===== config.mk =====
export PLATFORM = sky130hd
export DESIGN_NAME = ext_obi_addr_decoder
export DESIGN_NICKNAME = d
export VERILOG_FILES = /design/src/rtl/heepsilon_pkg.sv /design/src/rtl/ext_dec_owner_fifo.sv /design/src/rtl/ext_obi_addr_decoder.sv
export SDC_FILE = /design/constraint.sdc
export NUM_CORES = 1
export LEC_CHECK = 0
export CAP_MARGIN = 10
export CELL_PAD_IN_SITES_DETAIL_PLACEMENT = 1
export CELL_PAD_IN_SITES_GLOBAL_PLACEMENT = 1
export CORE_MARGIN = 2
export CORE_UTILIZATION = 17
export CTS_CLUSTER_DIAMETER = 150
export CTS_CLUSTER_SIZE = 30
export DETAILED_ROUTE_END_ITERATION = 8
export GPL_TIMING_DRIVEN = 0
export PLACE_DENSITY = 0.92
export SETUP_SLACK_MARGIN = 0.1
export SLEW_MARGIN = 10
export SYNTH_ARGS = -nofsm -noshare
export SYNTH_HDL_FRONTEND = slang
export SYNTH_HIERARCHICAL = 1
export SYNTH_SLANG_ARGS = --single-unit

===== constraint.sdc =====
create_clock -name clk_i -period 3.8 [get_ports clk_i]
set_input_delay 0.76 -clock clk_i [delete_from_list [all_inputs] [get_ports clk_i]]
set_output_delay 0.76 -clock clk_i [all_outputs]
set_load 0.01 [all_outputs]

===== src/rtl/heepsilon_pkg.sv =====
// Shared types and constants for the external OBI address decoder slice.
// The optional error-capture ports of ext_obi_addr_decoder are enabled by
// defining EXT_DEC_ERR_CAPTURE_EN.
package heepsilon_pkg;

    typedef struct packed {
        logic        req;
        logic        we;
        logic [3:0]  be;
        logic [31:0] addr;
        logic [31:0] wdata;
    } obi_req_t;

    typedef struct packed {
        logic        gnt;
        logic        rvalid;
        logic [31:0] rdata;
    } obi_resp_t;

    // Address window; end_addr is exclusive.
    typedef struct packed {
        logic [31:0] start_addr;
        logic [31:0] end_addr;
    } addr_map_rule_t;

    localparam int unsigned EXT_XBAR_NSLAVE = 1;
    localparam int unsigned LOG_EXT_XBAR_NSLAVE =
        (EXT_XBAR_NSLAVE > 1) ? $clog2(EXT_XBAR_NSLAVE) : 1;

    // Default map: CGRA context memory only.
    localparam addr_map_rule_t [EXT_XBAR_NSLAVE-1:0] EXT_XBAR_ADDR_RULES = {
        addr_map_rule_t'{start_addr: 32'hF000_0000, end_addr: 32'hF001_0000}
    };

    typedef struct packed {
        logic                           miss;
        logic [LOG_EXT_XBAR_NSLAVE-1:0] idx;
    } ext_dec_entry_t;

    localparam logic [31:0] EXT_DEC_ERR_RDATA       = 32'hBADACCE5;
    localparam int unsigned EXT_DEC_MAX_OUTSTANDING = 4;

    function automatic logic rule_hit(input addr_map_rule_t rule, input logic [31:0] addr);
        return (addr >= rule.start_addr) && (addr < rule.end_addr);
    endfunction

endpackage


===== src/rtl/ext_dec_owner_fifo.sv =====
// Synchronous FIFO holding the owner of each outstanding OBI transaction.
// Pointers wrap modulo DEPTH, so DEPTH need not be a power of two.
module ext_dec_owner_fifo
    import heepsilon_pkg::*;
#(
    parameter int unsigned DEPTH = EXT_DEC_MAX_OUTSTANDING
) (
    input  logic                         clk_i,
    input  logic                         rst_i,
    input  logic                         push_i,
    input  ext_dec_entry_t               entry_i,
    input  logic                         pop_i,
    output logic                         full_o,
    output logic                         empty_o,
    output logic [$clog2(DEPTH+1)-1:0]   count_o,
    output ext_dec_entry_t               head_o
);

    localparam int unsigned PTR_W = (DEPTH > 1) ? $clog2(DEPTH) : 1;
    localparam int unsigned CNT_W = $clog2(DEPTH + 1);

    ext_dec_entry_t    mem [2**PTR_W];
    logic [PTR_W-1:0]  wr_ptr;
    logic [PTR_W-1:0]  rd_ptr;
    logic [CNT_W-1:0]  count;
    logic              wr_en;
    logic              rd_en;

    function automatic logic [PTR_W-1:0] ptr_inc(input logic [PTR_W-1:0] p);
        return (p == PTR_W'(DEPTH - 1)) ? '0 : p + PTR_W'(1);
    endfunction

    // Accept only legal operations; callers may not rely on overflow/underflow.
    always_comb begin
        full_o  = (count == CNT_W'(DEPTH));
        empty_o = (count == '0);
        wr_en   = push_i & ~full_o;
        rd_en   = pop_i & ~empty_o;
        count_o = count;
        head_o  = mem[rd_ptr];
    end

    // Pointer and occupancy bookkeeping.
    always_ff @(posedge clk_i) begin
        if (rst_i) begin
            wr_ptr <= '0;
            rd_ptr <= '0;
            count  <= '0;
        end else begin
            if (wr_en) wr_ptr <= ptr_inc(wr_ptr);
            if (rd_en) rd_ptr <= ptr_inc(rd_ptr);
            case ({wr_en, rd_en})
                2'b10:   count <= count + CNT_W'(1);
                2'b01:   count <= count - CNT_W'(1);
                default: count <= count;
            endcase
        end
    end

    // Entry storage; contents are don't-care until written.
    always_ff @(posedge clk_i) begin
        if (wr_en) mem[wr_ptr] <= entry_i;
    end

endmodule


===== src/rtl/ext_obi_addr_decoder.sv =====
// Routes the MCU external OBI master to NSLAVE slaves by address rule,
// returns in-order responses and answers unmapped accesses with an error.
// Optional error-address capture: define EXT_DEC_ERR_CAPTURE_EN.
module ext_obi_addr_decoder
    import heepsilon_pkg::*;
#(
    parameter int unsigned                  NSLAVE          = EXT_XBAR_NSLAVE,
    parameter addr_map_rule_t [NSLAVE-1:0]  RULES           = EXT_XBAR_ADDR_RULES,
    parameter int unsigned                  MAX_OUTSTANDING = EXT_DEC_MAX_OUTSTANDING,
    parameter logic [31:0]                  ERR_RDATA       = EXT_DEC_ERR_RDATA
) (
    input  logic                   clk_i,
    input  logic                   rst_i,
    input  obi_req_t               master_req_i,
    output obi_resp_t              master_resp_o,
    output obi_req_t  [NSLAVE-1:0] slave_req_o,
    input  obi_resp_t [NSLAVE-1:0] slave_resp_i
`ifdef EXT_DEC_ERR_CAPTURE_EN
    ,
    input  logic                   err_clear_i,
    output logic                   err_valid_o,
    output logic [31:0]            err_addr_o
`endif
);

    localparam int unsigned IDX_W = LOG_EXT_XBAR_NSLAVE;
    localparam int unsigned CNT_W = $clog2(MAX_OUTSTANDING + 1);

    logic             dec_hit;
    logic             dec_miss;
    logic [IDX_W-1:0] hit_idx;
    logic             hit_gnt;
    logic             head_rvalid;
    logic [31:0]      head_rdata;
    logic             grant;
    logic             push;
    logic             pop;
    logic             fifo_full;
    logic             fifo_empty;
    logic [CNT_W-1:0] fifo_count;
    ext_dec_entry_t   head;
    ext_dec_entry_t   push_entry;
    logic             stray_rvalid;
    logic [CNT_W-1:0] orphans;

    // Address decode: lowest matching rule wins.
    always_comb begin
        dec_hit = 1'b0;
        hit_idx = '0;
        for (int unsigned k = 0; k < NSLAVE; k++) begin
            if (!dec_hit && rule_hit(RULES[k], master_req_i.addr)) begin
                dec_hit = 1'b1;
                hit_idx = IDX_W'(k);
            end
        end
        dec_miss = ~dec_hit;
    end

    // Select the grant of the addressed slave and the response of the head owner.
    always_comb begin
        hit_gnt     = 1'b0;
        head_rvalid = 1'b0;
        head_rdata  = '0;
        for (int unsigned k = 0; k < NSLAVE; k++) begin
            if (hit_idx == IDX_W'(k)) hit_gnt = slave_resp_i[k].gnt;
            if (head.idx == IDX_W'(k)) begin
                head_rvalid = slave_resp_i[k].rvalid;
                head_rdata  = slave_resp_i[k].rdata;
            end
        end
    end

    // Broadcast request fields; only the addressed slave sees req.
    always_comb begin
        for (int unsigned k = 0; k < NSLAVE; k++) begin
            slave_req_o[k]     = master_req_i;
            slave_req_o[k].req = master_req_i.req & ~fifo_full & ~rst_i
                                 & dec_hit & (hit_idx == IDX_W'(k));
        end
    end

    // Grant and response toward the master; everything is quiet during reset.
    always_comb begin
        grant = 1'b0;
        if (!rst_i && !fifo_full) begin
            grant = dec_miss ? master_req_i.req : hit_gnt;
        end
        master_resp_o     = '0;
        master_resp_o.gnt = grant;
        if (!rst_i && !fifo_empty) begin
            if (head.miss) begin
                master_resp_o.rvalid = 1'b1;
                master_resp_o.rdata  = ERR_RDATA;
            end else begin
                master_resp_o.rvalid = head_rvalid;
                master_resp_o.rdata  = head_rdata;
            end
        end
        push            = master_req_i.req & grant;
        pop             = master_resp_o.rvalid;
        push_entry.miss = dec_miss;
        push_entry.idx  = hit_idx;
    end

    ext_dec_owner_fifo #(
        .DEPTH (MAX_OUTSTANDING)
    ) u_owner_fifo (
        .clk_i   (clk_i),
        .rst_i   (rst_i),
        .push_i  (push),
        .entry_i (push_entry),
        .pop_i   (pop),
        .full_o  (fifo_full),
        .empty_o (fifo_empty),
        .count_o (fifo_count),
        .head_o  (head)
    );

    // Any slave rvalid not belonging to the head owner is dropped.
    always_comb begin
        stray_rvalid = 1'b0;
        for (int unsigned k = 0; k < NSLAVE; k++) begin
            if (slave_resp_i[k].rvalid &&
                (fifo_empty || head.miss || head.idx != IDX_W'(k))) begin
                stray_rvalid = 1'b1;
            end
        end
    end

    // Responses to transactions abandoned by a reset are expected stragglers,
    // not protocol errors; remember how many may still arrive.
    always_ff @(posedge clk_i) begin
        if (rst_i) begin
            orphans <= fifo_count;
        end else if (stray_rvalid && orphans != '0) begin
            orphans <= orphans - CNT_W'(1);
        end
    end

    assert property (@(posedge clk_i) disable iff (rst_i) !(stray_rvalid && orphans == '0))
        else $error("ext_obi_addr_decoder: rvalid from a slave that does not own the head transaction");

`ifdef EXT_DEC_ERR_CAPTURE_EN
    // Sticky capture of the first unmapped address; a new miss beats a clear.
    always_ff @(posedge clk_i) begin
        if (rst_i) begin
            err_valid_o <= 1'b0;
            err_addr_o  <= '0;
        end else if (push && dec_miss && (!err_valid_o || err_clear_i)) begin
            err_valid_o <= 1'b1;
            err_addr_o  <= master_req_i.addr;
        end else if (err_clear_i) begin
            err_valid_o <= 1'b0;
        end
    end
`endif

endmodule


**Word-level counts from Yosys, hierarchy flattened**

Memories as Yosys holds them, arrays and structs flattened. A register that Yosys moved wholly into a read port is not among the register bits.
Index checks and enable logic that the tools add are counted.

- Output and inout port bits: 104
- Word-level logic and storage cells: 47
- Bits in writable memories: 4
- Memories: 1
- Register bits after elaboration: 7
- Bits of input ports: 106

Memory list:

| memory | words | width | rd ports | clocked after Yosys merged registers in | write ports | line | source |
|---|---|---|---|---|---|---|---|
| u_owner_fifo.mem | 4 | 1 | 1 | 1 | 1 | ext_dec_owner_fifo.sv:22 | `ext_dec_entry_t mem [2**PTR_W];` |

- Bitwise gates (word level): 10
- Add/subtract/negate cells: 4
- Mux-type cells: 14
- Magnitude comparators: 2
- Reduce and logical (&&, ||, !) cells: 8
- Eq/ne operators: 5

Operators with widths:

| operator | number |
|---|---|
| 33-bit 2-to-1 mux | 2 |
| 32-bit >= comparator, second input constant | 1 |
| 32-bit < comparator, second input constant | 1 |
| 32-bit 2-to-1 mux | 1 |
| 2-bit 2-to-1 mux | 4 |
| 1-bit bitwise AND | 6 |
| 2-bit equality test, second input constant | 3 |
| 1-bit 2-to-1 mux | 6 |
| 3-bit one-hot mux with 2 select lines | 1 |
| 2-bit by 1-bit adder with 2-bit output, second input constant | 2 |
| 1-bit inverter | 4 |
| 3-bit by 1-bit adder with 3-bit output, second input constant | 1 |
| 3-bit equality test, second input constant | 1 |
| 1-bit logical AND | 3 |
| 1-bit logical NOT | 3 |
| 3-bit logical NOT | 1 |
| 3-bit by 1-bit subtractor with 3-bit output, second input constant | 1 |
| 2-bit by 1-bit equality test with 1-bit output, second input constant | 1 |
| 2-bit nonzero test | 1 |

**Logic depth before layout (Yosys ltp)**

Gate-level depths: netlist (run 1).

- Word-level depth: 9
- Gate-level depth with buffers: 13
- Gate-level depth less buffers: 12

**By module**

The synthesis (run 1) kept the hierarchy.

Modules (own cells, without submodules):

| module | area each (um2) | times used | sequential area each (um2) | cells each |
|---|---|---|---|---|
| ext_obi_addr_decoder | 942.2 | 1 | 0.0 | 145 |
| ext_dec_owner_fifo | 794.5 | 1 | 420.4 | 62 |

**Worst setup path after synthesis (run 1)**

Ideal clock, no wire load.

- Path type: register -> register
- Start point: register with a tool-made name
- End point: register u_owner_fifo.count[2], in the netlist u_owner_fifo/count_o[2]
- Setup time: 70 ps
- Slack: 803 ps
- Buffers on the path: 1
- Clock period less this slack: 2997 ps
- Stages on the path, launching flop included: 14
- Arrival: 2927 ps
- Data required time: 3730 ps
- Cells stage by stage: dfxtp_1 mux4_2 inv_1 clkbuf_1 a21oi_1 nor2_1 o31ai_2 inv_1 ha_1 inv_1 fa_1 xor2_1 or3_1 a21oi_1

RTL lines:

| what | line | source |
|---|---|---|
| to (signal assigned) | ext_dec_owner_fifo.sv:53 | `2'b10: count <= count + CNT_W'(1);` |
| to (signal assigned) | ext_dec_owner_fifo.sv:54 | `2'b01: count <= count - CNT_W'(1);` |
| to (signal assigned) | ext_dec_owner_fifo.sv:55 | `default: count <= count;` |
| to (decl) | ext_dec_owner_fifo.sv:25 | `logic [CNT_W-1:0] count;` |

**Worst setup path in the final report (run 1)**

- Start point: input port master_req_i[52] (netlist name)
- End point: output port master_resp_o[33] (netlist name)

- Cells in the longest elaborated chain, start to end: 5
- Elaborated cells between the ends (all ways): 6
- Those cells by class: order compare: 2; mux: 3; reduce/logical: 1

RTL lines:

| what | line | source |
|---|---|---|
| from (decl) | ext_obi_addr_decoder.sv:14 | `input obi_req_t master_req_i,` |
| 32-bit >= comparator or 32-bit < comparator (tied branches) | heepsilon_pkg.sv:44 | `return (addr >= rule.start_addr) && (addr < rule.end_addr);` |
| 1-bit logical AND * | heepsilon_pkg.sv:44 |  |
| 1-bit 2-to-1 mux * | ext_obi_addr_decoder.sv:51 | `if (!dec_hit && rule_hit(RULES[k], master_req_i.addr)) begin` |
| 1-bit 2-to-1 mux * | ext_obi_addr_decoder.sv:86 | `grant = dec_miss ? master_req_i.req : hit_gnt;` |
| 1-bit 2-to-1 mux * | ext_obi_addr_decoder.sv:85 | `if (!rst_i && !fifo_full) begin` |
| to (decl) | ext_obi_addr_decoder.sv:15 | `output obi_resp_t master_resp_o,` |

Every way passes the cells marked *; elsewhere a longest branch is shown, timed or not.

==> qor.csv, run 1 <==
metric,value,unit
run_status,"complete, no violations",
setup.worst_path.start_class,input port,
yosysSeqAreaShare,24.2,%
synth_top_area_share,30.7,%
p_clk_share,19.6,%
rows,36,
post_synthesis_compound_gate_area_fraction,8.43,%
ys_seq_elements,17,
area_delta_synth_final,103,%
worst_ir_drop_vdd,204,uV
seqPwrFrac,30.9,%
clock_tree.buffer_depth,2,
worst-r2r-cell-count,13,
grt_first_pass_wirelength,11500,um
path_max_fanout,7,
internal_power,476,uW
fin_crit_sh,91.3,%
post_detailed_route_drc_marker_count,0,
num-nets-final,484,
clockRootBuffer,sky130_fd_sc_hd__clkbuf_8,
wl_per_cell,15.0,um
synth_top_family_by_area,buffers and inverters,
yosys_most_used_dff,sky130_fd_sc_hd__dfxtp_1,
crit_required,3.04,ns
post_cts_resized,0,
route.vias.total,1882,
syn-cell-area,1740,um^2
grt_use_total,12.9,%
whs_endpoint,u_owner_fifo/rd_ptr[0],
synth_xor_area_share,1.01,%
design.die.area,11000,um^2
sw_frac_of_total,27.5,%
synthAdderAreaFrac,5.48,%
reg2reg_slack,0.48,ns
design_power_total,657,uW
drt_first_iter_violations,31,
grt_pass1_vias,2096,
pre_antenna_drt_iters,3,
largest_area_contributor_in_the_synthesized_netlist,sky130_fd_sc_hd__buf_4,
htree_num_levels,1,
multi_input_comb_area,738,um^2
place.gp.congestion,0.677,
antenna_found_initial,0,
die_w,105,um
port_buffers,156,
yosys_warnings,6,
worst_hold_path.num_cells,2,
synthesis.area_per_instance,8.39,um^2
basic_gate_share_of_the_synthesized_area_counting_and_or_nand_and_nor_cells,21.5,%
r2r-end,u_owner_fifo/count_o[2],
top_level_ports,210,
min_delay_path_class,reg2reg,
max-cap-violations,0,
cts_tree,built,
clock_latency,0.24,ns
p_comb_share,49.4,%
post-cts-setup-buffers,0,
setup.worst_path.end_class,primary output,
final_period_minus_worst_setup_slack,3.47,ns
final_antenna_net_count,0,
highest_achievable_clock_rate,288,MHz
critPathArrivalTime,2.71,ns
post_synth_num_cell_types,31,
cts_inserted_buffers,3,
report.final.slew_viol_count,0,
worst_hold_start,u_owner_fifo/rd_ptr[0],
ffs_w_async_s_r_synth,0,%
timing.setup.tns,0,ns
pin_count_of_the_biggest_net_entering_global_routing,11,
synth.area.mux_share,5.19,%
hpwlAfterDp,6880,um
dieHeight,105,um
post_synthesis_cells,207,
timing.final.setup_violations,0,
cts.clk_slew.worst_paths,0.06,ns
postRouteWirelength,7530,um
netlist_top_cells_area,"sky130_fd_sc_hd__buf_4 (31%), sky130_fd_sc_hd__edfxtp_1 (14%), sky130_fd_sc_hd__dfxtp_1 (10%)",
synth_edf_count,8,
post_route_cells_drive_above_1_share,23.8,%
fin_worst_skew,0.00262,ns
regArea,420,um^2
diodes,0,
net_switching_power_figure,181,uW
grt_setup_unrepaired,no,
routed_via_density,3.74,
power-per-cell-area,186,nW/um^2
type_of_the_worst_setup_path,in2out,
fill_cells,1170,
timing_hold_violations_final,0,
overflow,0,
leakage_power_summed_over_all_cells,1.45,nW
area_of_the_core_region,9860,um^2
clock-sinks,17,
cts-hold-fix-buffers,0,
start_util,17.6,%
how the worst max path moves through the flow:
stage                     startpoint                       to  depth (start not counted)
floorplan                       flop  u_owner_fifo/count_o[2]                         13
global route        master_req_i[52]        master_resp_o[33]                          6
global placement    master_req_i[52]  u_owner_fifo/count_o[2]                         12
detailed placement  master_req_i[52]  u_owner_fifo/count_o[2]                         12
CTS                 master_req_i[52]        master_resp_o[33]                          6
finish              master_req_i[52]        master_resp_o[33]                          6
placed cells by master, fill, tap and decap left out, drive strengths merged:
| master | Yosys | final |
|---|---|---|
| and2 | 17 | 17 |
| clkbuf | 7 | 10 |
| nand2b | 2 | 2 |
| clkdlybuf4s50 | 0 | 156 |
| mux2i | 3 | 3 |
| clkinv | 0 | 1 |
| and4b | 1 | 1 |
| xor2 | 2 | 2 |
| fa | 1 | 1 |
| nor3 | 3 | 3 |
| o21ba | 1 | 1 |
| mux2 | 1 | 1 |
| o21ai | 1 | 1 |
| or3 | 2 | 2 |
| nor4b | 1 | 1 |
| edfxtp | 8 | 8 |
| or2 | 1 | 1 |
| nand2 | 3 | 3 |
| ha | 6 | 6 |
| buf | 71 | 71 |
| a21oi | 23 | 23 |
| dfxtp | 9 | 9 |
| conb | 1 | 4 |
| nor2b | 1 | 1 |
| nor2 | 27 | 27 |
| nor3b | 1 | 1 |
| o31ai | 1 | 1 |
| nand4 | 1 | 1 |
| nor4 | 2 | 2 |
| inv | 8 | 8 |
| mux4 | 2 | 2 |
cell families (layout without fill, tap and decap cells):
| group | Yosys count | in the layout |
|---|---|---|
| buffers and inverters | 86 | 246 |
| and+or+nand+nor | 62 | 62 |
| AOI/OAI and AO/OA | 26 | 26 |
| DFF | 17 | 17 |
| adders and majority gates | 7 | 7 |
| muxes | 6 | 6 |
| xor gates and xnor gates | 2 | 2 |
| other | 1 | 4 |
stage by stage:
step	utilization, %	setup WS, ns	cells	cell area (um^2)	hold slack (ns)
after floorplan	-	0.803	210	1750	0.468
after global placement	35.2	0.238	499	3480	0.482
final	35.7	0.332	503	3520	0.522
after detailed placement	35.2	0.157	499	3480	0.504
after global routing	35.7	0.158	503	3520	0.566
after CTS	35.7	0.260	503	3520	0.517
Yosys cell counts (all sizes together), types with 3 or more instances:
cell	count
a21oi	23
and2	17
buf	71
clkbuf	7
dfxtp	9
edfxtp	8
ha	6
inv	8
mux2i	3
nand2	3
nor2	27
nor3	3
metal layers:
metal | GRT usage, % | vias up | routed length, um
met4 | 1.71 | 0 | 120
met3 | 3.74 | 8 | 601
li1 | - | 924 | -
met5 | 0 | - | 0
met2 | 27.9 | 91 | 4450
met1 | 11.6 | 859 | 2350
area by class of cell:
cell class,count,share of cell area (%)
repair buffers,156,44.3
multi-input cells,107,21.0
plain buffers,78,15.9
flip-flops and latches,17,11.9
well taps,133,4.72
clock buffers,3,1.17
inverters,8,0.853
clock inverters,1,0.142
power groups by stage:
stage	Combinational (mW)	Sequential, mW	Clock [mW]
3_3_place_gp	0.318	0.207	0
3_5_place_dp	0.328	0.208	0
2_1_floorplan	0.140	0.206	0
6_report	0.325	0.203	0.129
4_1_cts	0.329	0.203	0.137
5_1_grt	0.347	0.204	0.143
worst max-delay path: stages:
cell and delay (ns):
sky130_fd_sc_hd__clkdlybuf4s50_1 0.44, sky130_fd_sc_hd__nor4_2 0.33, sky130_fd_sc_hd__nand4_2 0.28, sky130_fd_sc_hd__mux2i_1 0.24, sky130_fd_sc_hd__buf_4 0.13, sky130_fd_sc_hd__clkdlybuf4s50_1 0.52
No activity file was read; power rests on OpenSTA's default activity.
==> run 2: changes to the inputs <==
--- a/config.mk
+++ b/config.mk
@@ -5,7 +5,7 @@
 export SDC_FILE = /design/constraint.sdc
 export NUM_CORES = 1
 export LEC_CHECK = 0
-export CAP_MARGIN = 10
+export CAP_MARGIN = 20
 export CELL_PAD_IN_SITES_DETAIL_PLACEMENT = 1
 export CELL_PAD_IN_SITES_GLOBAL_PLACEMENT = 1
 export CORE_MARGIN = 2
==> results of run 2 <==
Same layout as run 1: the final DEF is identical, and so are final timing and power.
